### config.mk
export PLATFORM = sky130hd
export DESIGN_NAME = dpram_fifo_ctrl_flat
export DESIGN_NICKNAME = d
export VERILOG_FILES = /design/src/rtl/dpram_fifo_pkg.sv /design/src/rtl/dpram_fifo_ctrl_if.sv /design/src/rtl/dpram_fifo_obuf.sv /design/src/rtl/dpram_fifo_ctrl.sv /design/src/flat_wrapper.sv
export SDC_FILE = /design/constraint.sdc
export NUM_CORES = 1
export LEC_CHECK = 0
export BUFFER_PORTS_ARGS = -buffer_cell sky130_fd_sc_hd__buf_2
export CAP_MARGIN = 20
export CORE_MARGIN = 8
export CORE_UTILIZATION = 50
export DETAILED_ROUTE_END_ITERATION = 10
export PLACE_DENSITY = 0.85
export SYNTH_ARGS = -nofsm -noshare
export SYNTH_HDL_FRONTEND = slang
export SYNTH_SLANG_ARGS = --single-unit
### constraint.sdc
create_clock -name clk -period 4 [get_ports clk]
set_input_delay 0.8 -clock clk [delete_from_list [all_inputs] [get_ports clk]]
set_output_delay 0.8 -clock clk [all_outputs]
set_load 0.01 [all_outputs]
### src/rtl/dpram_fifo_pkg.sv
// Shared constants and types for the dual-port-RAM FIFO controller.
package dpram_fifo_pkg;
    localparam int DPRAM_AW   = 5;
    localparam int DPRAM_DW   = 8;
    localparam int OBUF_DEPTH = 2;

    typedef logic [DPRAM_AW:0] ptr_t;
    typedef logic [DPRAM_AW:0] cnt_t;
endpackage

### src/rtl/dpram_fifo_ctrl_if.sv
// Upstream/downstream valid-ready stream pair of the FIFO controller.
interface dpram_fifo_ctrl_if import dpram_fifo_pkg::*; #(parameter int DW = DPRAM_DW);
    logic          s_valid;
    logic          s_ready;
    logic [DW-1:0] s_data;
    logic          m_valid;
    logic          m_ready;
    logic [DW-1:0] m_data;

    modport master (output s_valid, s_data, m_ready, input s_ready, m_valid, m_data);
    modport slave  (input s_valid, s_data, m_ready, output s_ready, m_valid, m_data);
endinterface

### src/rtl/dpram_fifo_obuf.sv
// Two-entry in-order skid buffer that hides the RAM read latency.
module dpram_fifo_obuf import dpram_fifo_pkg::*; #(
    parameter int DW = DPRAM_DW
) (
    input  logic          clk,
    input  logic          rst_n,
    input  logic          load,
    input  logic [DW-1:0] load_data,
    input  logic          m_ready,
    output logic          pop,
    output logic [1:0]    occ,
    output logic          m_valid,
    output logic [DW-1:0] m_data
);
    logic [DW-1:0] mem [OBUF_DEPTH];
    logic          wsel, rsel;

    assign m_valid = (occ != 2'd0);
    assign pop     = m_valid & m_ready;
    assign m_data  = mem[rsel];

    always_ff @(posedge clk or negedge rst_n) begin
        if (!rst_n) begin
            wsel <= 1'b0;
            rsel <= 1'b0;
            occ  <= 2'd0;
        end else begin
            if (load) wsel <= ~wsel;
            if (pop)  rsel <= ~rsel;
            occ <= occ + {1'b0, load} - {1'b0, pop};
        end
    end

    // Data storage needs no reset; occ gates visibility.
    always_ff @(posedge clk) begin
        if (load) mem[wsel] <= load_data;
    end
endmodule

### src/rtl/dpram_fifo_ctrl.sv
// FIFO controller owning both DualPortRam ports, with prefetch into a skid buffer.
// Optional registered almost_full output via DPRAM_FIFO_ALMOST_FULL_EN.
module dpram_fifo_ctrl import dpram_fifo_pkg::*; #(
    parameter int n1 = DPRAM_AW,
    parameter int n2 = DPRAM_DW
`ifdef DPRAM_FIFO_ALMOST_FULL_EN
  , parameter int AF_LEVEL = 28
`endif
) (
    input  logic          clk,
    input  logic          rst_n,
    dpram_fifo_ctrl_if.slave bus,
    output logic          ram_we,
    output logic [n1-1:0] ram_wadr,
    output logic [n2-1:0] ram_wdata,
    output logic          ram_re,
    output logic [n1-1:0] ram_radr,
    input  logic [n2-1:0] ram_rdata,
    output logic [n1:0]   count,
    output logic          full,
    output logic          empty
`ifdef DPRAM_FIFO_ALMOST_FULL_EN
  , output logic          almost_full
`endif
);
    logic [n1:0] wptr, rptr, count_next;
    logic        rd_pend, push, pop, issue, ram_avail;
    logic [1:0]  occ;
    logic [2:0]  inflight;

    assign full      = (wptr[n1] != rptr[n1]) && (wptr[n1-1:0] == rptr[n1-1:0]);
    assign bus.s_ready = !full;
    assign push      = bus.s_valid & !full;

    assign ram_we    = push;
    assign ram_wadr  = wptr[n1-1:0];
    assign ram_wdata = bus.s_data;

    // Registered pointers: a word written this cycle is not readable until the next.
    assign ram_avail = (wptr != rptr);
    assign inflight  = {1'b0, occ} + {2'b0, rd_pend} - {2'b0, pop};
    assign issue     = ram_avail && (inflight < 3'd2);
    assign ram_re    = issue;
    assign ram_radr  = rptr[n1-1:0];

    assign count_next = count + (n1+1)'(push) - (n1+1)'(pop);
    assign empty      = (count == '0);

    always_ff @(posedge clk or negedge rst_n) begin
        if (!rst_n) begin
            wptr    <= '0;
            rptr    <= '0;
            rd_pend <= 1'b0;
            count   <= '0;
        end else begin
            if (push)  wptr <= wptr + (n1+1)'(1);
            if (issue) rptr <= rptr + (n1+1)'(1);
            rd_pend <= issue;
            count   <= count_next;
        end
    end

`ifdef DPRAM_FIFO_ALMOST_FULL_EN
    always_ff @(posedge clk or negedge rst_n) begin
        if (!rst_n) almost_full <= 1'b0;
        else        almost_full <= (count_next >= (n1+1)'(AF_LEVEL));
    end
`endif

    dpram_fifo_obuf #(.DW(n2)) u_obuf (
        .clk       (clk),
        .rst_n     (rst_n),
        .load      (rd_pend),
        .load_data (ram_rdata),
        .m_ready   (bus.m_ready),
        .pop       (pop),
        .occ       (occ),
        .m_valid   (bus.m_valid),
        .m_data    (bus.m_data)
    );
endmodule

### src/flat_wrapper.sv
// flat-port wrapper written by rule: the top's interface ports become plain ports
module dpram_fifo_ctrl_flat import dpram_fifo_pkg::*;
#(
    parameter int n1 = DPRAM_AW,
    parameter int n2 = DPRAM_DW

)
  (clk, rst_n, ram_we, ram_wadr, ram_wdata, ram_re, ram_radr, ram_rdata, count, full, empty, bus_s_valid, bus_s_data, bus_m_ready, bus_s_ready, bus_m_valid, bus_m_data);
  dpram_fifo_ctrl_if bus_i ();
  input  logic clk;
  input  logic rst_n;
  output logic ram_we;
  output logic [n1-1:0] ram_wadr;
  output logic [n2-1:0] ram_wdata;
  output logic ram_re;
  output logic [n1-1:0] ram_radr;
  input  logic [n2-1:0] ram_rdata;
  output logic [n1:0] count;
  output logic full;
  output logic empty;
  input wire logic [$bits(bus_i.s_valid)-1:0] bus_s_valid;
  input wire logic [$bits(bus_i.s_data)-1:0] bus_s_data;
  input wire logic [$bits(bus_i.m_ready)-1:0] bus_m_ready;
  output wire logic [$bits(bus_i.s_ready)-1:0] bus_s_ready;
  output wire logic [$bits(bus_i.m_valid)-1:0] bus_m_valid;
  output wire logic [$bits(bus_i.m_data)-1:0] bus_m_data;
  assign bus_i.s_valid = bus_s_valid;
  assign bus_i.s_data = bus_s_data;
  assign bus_i.m_ready = bus_m_ready;
  assign bus_s_ready = bus_i.s_ready;
  assign bus_m_valid = bus_i.m_valid;
  assign bus_m_data = bus_i.m_data;
  dpram_fifo_ctrl #(.n1(n1), .n2(n2)) u_core (.clk(clk), .rst_n(rst_n), .bus(bus_i), .ram_we(ram_we), .ram_wadr(ram_wadr), .ram_wdata(ram_wdata), .ram_re(ram_re), .ram_radr(ram_radr), .ram_rdata(ram_rdata), .count(count), .full(full), .empty(empty));
endmodule
==> results of run 1 <==
power groups by stage:
stage | clock, mW | sequential (mW) | combinational, mW
global route | 0.347 | 0.766 | 0.999
CTS | 0.324 | 0.743 | 0.901
global placement | 0 | 0.744 | 0.867
detailed placement | 0 | 0.748 | 0.899
floorplan | 0 | 0.717 | 0.733
finish | 0.315 | 0.739 | 0.884
final cells by class:
type,count,area (um^2)
Clock buffer,5,68.8
Clock inverter,3,38.8
Fill cell,328,1530
Inverter,13,48.8
Multi-Input combinational cell,78,674
Sequential cell,39,1060
Tap cell,48,60.1
Timing Repair Buffer,42,213
layer usage:
layer  vias up  part of all wire (%)  wire length, um
met1       536                    44             1420
met3         6                   8.6              281
li1        541                     -                -
met2        44                    46             1500
met4         0                   1.8               60
met5         -                     0                0
flip-flops by register name, indices dropped and copies added, names as in the netlist:
| register | cells |
|---|---|
| u_core.u_obuf.mem | 16 |
| u_core.count | 6 |
| u_core.rptr | 6 |
| u_core.wptr | 6 |
| u_core.u_obuf.occ | 2 |
| u_core.rd_pend | 1 |
| u_core.u_obuf.rsel | 1 |
| u_core.u_obuf.wsel | 1 |
per-stage QoR:
stage / cells / setup slack, ns / power (mW) / util [%]
2_1_floorplan: 150 / 0.940 / 1.45 / -
5_1_grt: 228 / 0.445 / 2.11 / 58.5
4_1_cts: 228 / 0.584 / 1.97 / 58.5
6_report: 228 / 0.609 / 1.94 / 58.5
3_3_place_gp: 220 / 0.765 / 1.61 / 55.6
3_5_place_dp: 220 / 0.756 / 1.65 / 55.6
critical path: stages (launching register included):
cell and delay, ns:
sky130_fd_sc_hd__dfrtp_1 0.42, sky130_fd_sc_hd__or2_2 0.30, sky130_fd_sc_hd__and2_1 0.20, sky130_fd_sc_hd__ha_1 0.29, sky130_fd_sc_hd__inv_1 0.05, sky130_fd_sc_hd__ha_1 0.12, sky130_fd_sc_hd__inv_1 0.04, sky130_fd_sc_hd__fa_1 0.37
sky130_fd_sc_hd__xnor2_1 0.15, sky130_fd_sc_hd__o311a_1 0.21, sky130_fd_sc_hd__buf_2 0.14
worst paths after layout:
| path | startpoint | end | slack, ns | cells after the start |
|---|---|---|---|---|
| min in group clk | u_core.wptr[5] | u_core.wptr[5] | 0.50 | 1 |
| worst max register to register | u_core.u_obuf.occ[1] | u_core.rptr[1] | 1.27 | 11 |
| max in group asynchronous | rst_n | u_core.rptr[4] | 3.19 | 1 |
| worst min register to register | u_core.wptr[5] | u_core.wptr[5] | 0.50 | 1 |
| worst max-delay path | u_core.u_obuf.occ[1] | ram_re | 0.61 | 10 |
| worst min-delay path | rst_n | u_core.wptr[0] | 0.47 | 1 |
cell families after synthesis:
| logic type | Yosys count | share of synthesized area, % |
|---|---|---|
| buf+inv | 33 | 10.3 |
| simple gates | 24 | 6.10 |
| compound gates | 7 | 2.53 |
| flops | 39 | 54.7 |
| fa+ha+maj | 14 | 9.86 |
| xor+xnor | 23 | 10.4 |
| mux | 10 | 6.03 |
placed cells by master (no fill, tap or decap):
cell                        instances
sky130_fd_sc_hd__buf_2             41
sky130_fd_sc_hd__dfrtp_1           23
sky130_fd_sc_hd__edfxtp_1          16
sky130_fd_sc_hd__inv_1             13
sky130_fd_sc_hd__xnor2_1           12
sky130_fd_sc_hd__ha_1              12
sky130_fd_sc_hd__xor2_1            11
sky130_fd_sc_hd__mux2_2             9
sky130_fd_sc_hd__nor2_1             6
sky130_fd_sc_hd__nand2_1            6
sky130_fd_sc_hd__clkbuf_8           5
sky130_fd_sc_hd__nand3_1            3
sky130_fd_sc_hd__a21oi_1            3
sky130_fd_sc_hd__and2_1             2
sky130_fd_sc_hd__nor3_1             2
sky130_fd_sc_hd__nand4_1            2
sky130_fd_sc_hd__fa_1               2
sky130_fd_sc_hd__or2_2              1
sky130_fd_sc_hd__o21ai_2            1
sky130_fd_sc_hd__a21o_1             1
sky130_fd_sc_hd__o21bai_1           1
sky130_fd_sc_hd__o311a_1            1
sky130_fd_sc_hd__nor4bb_1           1
sky130_fd_sc_hd__mux2_4             1
sky130_fd_sc_hd__and3_1             1
sky130_fd_sc_hd__clkinv_2           1
sky130_fd_sc_hd__clkinv_1           1
sky130_fd_sc_hd__bufinv_16          1
sky130_fd_sc_hd__buf_4              1
==> flow_metrics.tcl, run 1 <==
set metrics [dict create \
    vias 1127 \
    synth.avg_cell_area_um2 12.9 \
    cts.htree.levels 2 \
    status "complete, no violations" \
    timing.final.setup_violations 0 \
    finalHoldWorstSlack_ns 0.469 \
    groute.layer.met3.usage_pct 6.72 \
    clkSinkCount 39 \
    data_required_time_of_the_critical_path_ns 3.20 \
    wire_per_inst_um 14.3 \
    setup-tns-final_ns 0 \
    worst_slew_margin_rel_pct 53.6 \
    grt_start_max_net_pins 24 \
    crit_path_max_fanout 3 \
    maxClockFrequency_mhz 295 \
    synth_nets 184 \
    cts.hold.buffers_added 0 \
    fp.dieW_um 78.1 \
    postSynthCellCount 150 \
    grt_first_pass_wirelength_um 5600 \
    postSynth.asyncResetShare_pct 59.0 \
    initial_core_util_pct 52.3 \
    drt-initial-drc-count 51 \
    cp.arrival_ns 2.59 \
    ys_seq_elements 39 \
    vias_in_the_first_global_route 1214 \
    maxCapViolations 0 \
    design.die.area_um2 6100 \
    synth_enable_flop_cells 16 \
    diodes 0 \
    floorplan.rows 22 \
    globalRouteMet1Util_pct 13.0 \
    total_leakage_power_nw 1.00 \
    groute.layer.met2.usage_pct 18.1 \
    gp_congestion 0.720 \
    worst_skew_pair.late_latency_ns 0.29 \
    post_cts.repair.setup_buffers 0 \
    timing.final.crit_share_pct 84.8 \
    clkTransAtPathRegs_ns 0.07 \
    yosysTopAreaCellShare_pct 29.8 \
    groute.usage.overall_pct 11.8 \
    clk_root_buffer_cell "sky130_fd_sc_hd__clkbuf_8" \
    fin_crit_ns 3.39 \
    setup_repair_after_global_routing_missed_its_margin "no" \
    final.setup_skew_ns 0.00347 \
    post_cts_resized 0 \
    floorplan.core_area_um2 3690 \
    ys_warnings 0 \
    net-switching-power_uw 732 \
    yosys.cell_types.count 26 \
    io_pins 58 \
    power.density_nw_per_um2 897 \
    clock_tree_from_tritoncts "yes" \
    power.combinational.fraction_pct 45.6 \
    report.final.slew_viol_count 0 \
    critical_path_class "reg2out" \
    detail_route.vias_per_cell 4.94 \
    sequential_share_of_power_pct 38.1 \
    launching_element_type_of_the_critical_path "register" \
    post-route-cell-area_um2 2160 \
    antenna_left 0 \
    hold_path.class "in2async" \
    report.final.hold_viol_count 0 \
    final_net_count 213 \
    grt_remaining_overflow 0 \
    postRouteWirelength_um 3270 \
    end_kind "primary output" \
    drt_pre_antenna_iters 4 \
    worst-slew-pin-transition_ns 0.694 \
    area_growth_syn_to_layout_pct 11.9 \
    drc_errors_left 0 \
    clock_tree.buffer_depth 2 \
    power.ir.vdd_worst_uv 550 \
    clockPowerShare_pct 16.2 \
    cts_made_buffers 5 \
    p_int_mw 1.21 \
    synth_top_cells_by_count "23 x sky130_fd_sc_hd__dfrtp_1, 18 x sky130_fd_sc_hd__buf_4, 16 x sky130_fd_sc_hd__edfxtp_1" \
    synthTopCellsByArea "sky130_fd_sc_hd__dfrtp_1 30%, sky130_fd_sc_hd__edfxtp_1 25%, sky130_fd_sc_hd__ha_1 7.8%" \
    most_frequent_cell_after_synthesis "sky130_fd_sc_hd__dfrtp_1" \
    yosysSeqAreaShare_pct 54.7 \
    mappedNetlistArea_um2 1930 \
    power.share.switching_pct 37.8 \
    layout-drive-gt1-share_pct 33.9 \
    die_y_um 78.1 \
    grt_antenna_before_repair 0 \
    detailed_place.area_um2 2050 \
    port_buffers 41 \
    detailed_place_hpwl_um 2520 \
    grt-busiest-layer "met2" \
    synth.largest_area_cell "sky130_fd_sc_hd__dfrtp_1" \
    dominantRegCellSynth "sky130_fd_sc_hd__dfrtp_1" \
]
Power figures use the tool's default switching activity.
==> inputs of run 2 (changes only) <==
--- a/config.mk
+++ b/config.mk
@@ -8,9 +8,9 @@
 export BUFFER_PORTS_ARGS = -buffer_cell sky130_fd_sc_hd__buf_2
 export CAP_MARGIN = 20
 export CORE_MARGIN = 8
-export CORE_UTILIZATION = 50
+export CORE_UTILIZATION = 46
 export DETAILED_ROUTE_END_ITERATION = 10
-export PLACE_DENSITY = 0.85
+export PLACE_DENSITY = 0.82
 export SYNTH_ARGS = -nofsm -noshare
 export SYNTH_HDL_FRONTEND = slang
 export SYNTH_SLANG_ARGS = --single-unit
==> constraint.sdc (replaced) <==
create_clock -name clk -period 2.8 [get_ports clk]
set_input_delay 0.56 -clock clk [delete_from_list [all_inputs] [get_ports clk]]
set_output_delay 0.56 -clock clk [all_outputs]
set_load 0.01 [all_outputs]
==> flow_metrics.tcl, run 2 (same netlist as run 1, synthesis figures left out) <==
set metrics [dict create \
    setup_repair_after_global_routing_missed_its_margin "yes" \
    design.die.area_um2 6520 \
    final_worst_slack_ns -0.147 \
    antenna_left 0 \
    clock_tree.buffer_depth 2 \
    timing.final.crit_share_pct 105 \
    end_kind "primary output" \
    p_int_mw 1.85 \
    maxClockFrequency_mhz 339 \
    diodes 0 \
    clock_tree_from_tritoncts "yes" \
    data_required_time_of_the_critical_path_ns 2.24 \
    leading_cell_type_in_the_layout_fill_and_taps_excluded "sky130_fd_sc_hd__buf_2" \
    detailed_place_hpwl_um 2650 \
    report.final.hold_viol_count 0 \
    cts_made_buffers 5 \
    violations "setup timing" \
    io_pins 58 \
    die_y_um 80.8 \
    drt_pre_antenna_iters 2 \
    grt_start_max_net_pins 24 \
    clkTransAtPathRegs_ns 0.07 \
    largest_register_ffs 16 \
    maxCapViolations 0 \
    status "complete, but fails checks" \
    clkSinkCount 39 \
    clockPowerShare_pct 15.4 \
    floorplan.rows 23 \
    power.ir.vdd_worst_uv 794 \
    gp_congestion 0.777 \
    wire_per_inst_um 14.9 \
    layout-drive-gt1-share_pct 40.1 \
    postRouteWirelength_um 3520 \
    clk_root_buffer_cell "sky130_fd_sc_hd__clkbuf_8" \
    sequential_share_of_power_pct 35.7 \
    post-route-util_pct 56.0 \
    vias_in_the_first_global_route 1198 \
    final.setup_skew_ns 0.00489 \
    fin_crit_ns 2.95 \
    power.density_nw_per_um2 1310 \
    vias 1141 \
    grt_first_pass_wirelength_um 5920 \
    worst_slew_margin_rel_pct 54.5 \
    total_leakage_power_nw 1.04 \
    timing.final.setup_violations 1 \
    groute.usage.overall_pct 11.8 \
    cts.htree.levels 2 \
    largest-register "u_core.u_obuf.mem" \
    critical_path_class "reg2out" \
    finalHoldWorstSlack_ns 0.225 \
    worst_skew_pair.late_latency_ns 0.29 \
    report.final.slew_viol_count 0 \
    regToRegSetupSlack_ns 0.18 \
    final_net_count 220 \
    most_frequent_cells_in_the_layout "41 x sky130_fd_sc_hd__buf_2, 23 x sky130_fd_sc_hd__dfrtp_1, 16 x sky130_fd_sc_hd__edfxtp_1" \
    launching_element_type_of_the_critical_path "register" \
    power.share.switching_pct 37.6 \
    floorplan.core_area_um2 4030 \
    net-switching-power_mw 1.11 \
    power.combinational.fraction_pct 48.9 \
    cts.hold.buffers_added 0 \
    crit_path_max_fanout 2 \
    drc_errors_left 0 \
    area_growth_syn_to_layout_pct 17.0 \
    initial_core_util_pct 47.9 \
    grt_antenna_before_repair 0 \
    detail_route.vias_per_cell 4.81 \
    drt-initial-drc-count 36 \
    fp.dieW_um 80.8 \
    hold_path.class "in2async" \
    pre_cts_ws_ns -0.0462 \
    worst-slew-pin-transition_ns 0.680 \
    cp.arrival_ns 2.39 \
    grt_remaining_overflow 0 \
    port_buffers 41 \
]
==> run 2: cell count changes in the layout (fill, tap and decap cells not counted), sizes merged <==
cell / change
buf: +7
==> run 2: timing repair <==
action | CTS | global route
setup buffers | 3 | 0
endpoints found under the setup margin | 1 | 1
gates resized for setup | 9 | 1
pin swaps | 7 | 5
==> run 2: layout make-up <==
class                           instances  area, um^2
Clock buffer                            5        68.8
Inverter                               13        51.3
Clock inverter                          3        38.8
Fill cell                             353        1770
Sequential cell                        39        1060
Tap cell                               50        62.6
Timing Repair Buffer                   49         265
Multi-Input combinational cell         78         714
==> run 2: power groups by stage <==
stage | Combinational [mW] | Sequential, mW | Clock (mW)
after global routing | 1.62 | 1.10 | 0.497
after global placement | 1.28 | 1.06 | 0
after CTS | 1.43 | 1.06 | 0.469
final | 1.45 | 1.06 | 0.454
after floorplan | 1.05 | 1.02 | 0
after detailed placement | 1.32 | 1.07 | 0
==> run 2: through the flow <==
stage / cells / power, mW / cell area (um^2) / TNS [ns]
6_report: 237 / 2.96 / 2260 / -0.147
5_1_grt: 237 / 3.21 / 2260 / -0.211
4_1_cts: 237 / 2.96 / 2250 / -0.168
3_5_place_dp: 226 / 2.39 / 2080 / -0.0462
3_3_place_gp: 226 / 2.34 / 2080 / 0
2_1_floorplan: 150 / 2.07 / 1930 / 0
==> run 2: worst max-delay path, stage by stage, from the launching register on <==
cell	delay (ns)
sky130_fd_sc_hd__dfrtp_1	0.39
sky130_fd_sc_hd__or2_4	0.25
sky130_fd_sc_hd__and2_4	0.15
sky130_fd_sc_hd__ha_4	0.22
sky130_fd_sc_hd__inv_4	0.05
sky130_fd_sc_hd__ha_4	0.12
sky130_fd_sc_hd__inv_2	0.03
sky130_fd_sc_hd__fa_2	0.54
sky130_fd_sc_hd__o311a_1	0.20
sky130_fd_sc_hd__buf_2	0.14
==> run 2: final timing paths <==
kind                                       from                       to  depth (start not counted)
hold / removal                            rst_n           u_core.wptr[4]                          1
setup reg to reg           u_core.u_obuf.occ[0]           u_core.rptr[1]                         11
max in group asynchronous                 rst_n       u_core.u_obuf.rsel                          1
min in group clk                   ram_rdata[3]  u_core.u_obuf.mem[1][3]                          1
setup / recovery           u_core.u_obuf.occ[0]                   ram_re                          9
hold reg to reg              u_core.u_obuf.wsel       u_core.u_obuf.wsel                          1
==> run 2: layer usage <==
| metal | vias up | track usage (%) | part of all wire [%] |
|---|---|---|---|
| met5 | - | 0 | 0 |
| met2 | 35 | 18.6 | 47 |
| met4 | 0 | 3.39 | 1.2 |
| met1 | 547 | 14.6 | 44 |
| li1 | 551 | - | - |
| met3 | 8 | 4.75 | 8.0 |
==> inputs of run 3 (changes only) <==
--- a/config.mk
+++ b/config.mk
@@ -11,6 +11,7 @@
 export CORE_UTILIZATION = 46
 export DETAILED_ROUTE_END_ITERATION = 10
 export PLACE_DENSITY = 0.82
+export RECOVER_POWER = 50
 export SYNTH_ARGS = -nofsm -noshare
 export SYNTH_HDL_FRONTEND = slang
 export SYNTH_SLANG_ARGS = --single-unit
==> flow_metrics.tcl, run 3 (same netlist as run 1, synthesis figures left out) <==
set metrics [dict create \
    hold_path.class "in2reg" \
    most_frequent_cells_in_the_layout "33 x sky130_fd_sc_hd__buf_2, 23 x sky130_fd_sc_hd__dfrtp_1, 16 x sky130_fd_sc_hd__edfxtp_1" \
    clkSinkCount 39 \
    clock_tree_from_tritoncts "yes" \
    post-route-cell-area_um2 2250 \
    design.die.area_um2 6520 \
    cpMostUsedCell "sky130_fd_sc_hd__ha_4" \
    place.detailed.instances 226 \
    die_y_um 80.8 \
    vias 1136 \
    timing.final.crit_share_pct 105 \
    maxClockFrequency_mhz 340 \
    clockPowerShare_pct 15.4 \
    wire_per_inst_um 14.7 \
    antenna_left 0 \
    p_int_mw 1.84 \
    leading_cell_type_in_the_layout_fill_and_taps_excluded "sky130_fd_sc_hd__buf_2" \
    drc_errors_left 0 \
    timing.final.setup_violations 1 \
    maxCapViolations 0 \
    report.final.hold_viol_count 0 \
    final.setup_skew_ns 0.00311 \
    total_leakage_power_nw 1.02 \
    fillerInstances 356 \
    grt_first_pass_wirelength_um 5920 \
    critical_path_depth 9 \
    power.ir.vdd_worst_uv 794 \
    worst_slew_margin_rel_pct 21.2 \
    launching_element_type_of_the_critical_path "register" \
    grt_antenna_before_repair 0 \
    cpLargestDelayFamily "adder cells" \
    cp.arrival_ns 2.38 \
    crit_chain "or2_4 > and2_4 > ha_4 > inv_4 > ha_4 > inv_2 > fa_2 > o311a_1 > buf_2" \
    io_pins 58 \
    logic_depth_of_the_worst_register_to_register_path 11 \
    floorplan.core_area_um2 4030 \
    net-switching-power_mw 1.11 \
    critical_path.n_buffers_inverters 3 \
    port_buffers 41 \
    register_area_um2 1060 \
    multi_input_comb_area_um2 714 \
    grt_remaining_overflow 0 \
    detail_route.vias_per_cell 4.79 \
    worst_skew_pair.late_latency_ns 0.29 \
    critical_path_class "reg2out" \
    reg2reg_to "u_core.rptr[1]" \
    postRouteWirelength_um 3490 \
    critical-path-slowest-cell "sky130_fd_sc_hd__fa_2" \
    area_growth_syn_to_layout_pct 16.5 \
    power.share.switching_pct 37.5 \
    power.density_nw_per_um2 1310 \
    clock_tree.buffer_depth 2 \
    vias_in_the_first_global_route 1198 \
    design_power_total_mw 2.95 \
    detailed_place_hpwl_um 2650 \
    timing.critical_path.to "ram_re" \
    floorplan.rows 23 \
    crit_path_start "u_core.u_obuf.occ[0]" \
    crit_path_max_fanout 2 \
    status "complete, but fails checks" \
    groute.usage.overall_pct 11.8 \
    grt_start_max_net_pins 24 \
    largest-register "u_core.u_obuf.mem" \
    crit_path_largest_cell_delay_ns 0.54 \
    violations "setup timing" \
    layout-drive-gt1-share_pct 35.8 \
    drt_pre_antenna_iters 4 \
    worst-slew-pin-transition_ns 1.18 \
    initial_core_util_pct 47.9 \
    data_required_time_of_the_critical_path_ns 2.24 \
    post_layout_instance_count_excluding_filler_cells 237 \
    regToRegSetupSlack_ns 0.18 \
    detailed_place.area_um2 2080 \
    power.combinational.fraction_pct 48.8 \
    post-route-util_pct 55.8 \
    fin_crit_ns 2.94 \
    setup_repair_after_global_routing_missed_its_margin "yes" \
    drt-initial-drc-count 34 \
    setup-tns-final_ns -0.141 \
    sequential_share_of_power_pct 35.8 \
    largest_register_ffs 16 \
    rr_startpoint "u_core.u_obuf.occ[0]" \
    diodes 0 \
    end_kind "primary output" \
    final_net_count 220 \
    fp.dieW_um 80.8 \
    clk_root_buffer_cell "sky130_fd_sc_hd__clkbuf_8" \
    cts_made_buffers 5 \
    gp_congestion 0.777 \
    cts.htree.levels 2 \
    final_worst_slack_ns -0.141 \
    report.final.slew_viol_count 0 \
    clkTransAtPathRegs_ns 0.07 \
]
## run 3: stage by stage
step / setup slack (ns) / hold slack [ns]
after global placement: 0.0496 / 0.471
after CTS: -0.168 / 0.247
after global routing: -0.211 / 0.444
final: -0.141 / 0.468
after detailed placement: -0.0462 / 0.474
after floorplan: 0.0223 / 0.264
## run 3: worst min path at each step
stage	end	from	cells after the start
after floorplan	u_core.count[0]	rst_n	0
after global placement	u_core.u_obuf.wsel	u_core.u_obuf.wsel	1
after detailed placement	u_core.u_obuf.wsel	u_core.u_obuf.wsel	1
after CTS	u_core.u_obuf.rsel	rst_n	1
after global routing	u_core.u_obuf.mem[0][1]	ram_rdata[1]	1
final	u_core.u_obuf.mem[0][1]	ram_rdata[1]	1
## run 3: layout make-up
class	instances	share of cell area, %
flip-flops and latches	39	47.0
multi-input cells	78	31.8
repair buffers	49	11.4
clock buffers	5	3.06
well taps	50	2.78
inverters	13	2.28
clock inverters	3	1.73
## run 3: power by group through the flow
| stage | registers, mW | logic, mW | clock network (mW) |
|---|---|---|---|
| after CTS | 1.06 | 1.43 | 0.469 |
| after detailed placement | 1.07 | 1.32 | 0 |
| after global placement | 1.06 | 1.28 | 0 |
| after global routing | 1.10 | 1.61 | 0.497 |
| final | 1.05 | 1.44 | 0.455 |
| after floorplan | 1.02 | 1.05 | 0 |
## run 3: what timing repair did
action | CTS | global route
setup endpoints to repair | 1 | 1
buffers inserted | 3 | 0
pin swaps | 7 | 5
resized for setup | 9 | 1
cloned | 0 | 0
hold buffers | 0 | 0
## run 3: per-layer routing
metal / track usage (%) / vias to the layer above / routed length [um]
met2: 18.6 / 35 / 1660
met3: 4.75 / 9 / 285
li1: - / 551 / -
met4: 3.39 / 0 / 41
met5: 0 / - / 0
met1: 14.6 / 541 / 1510
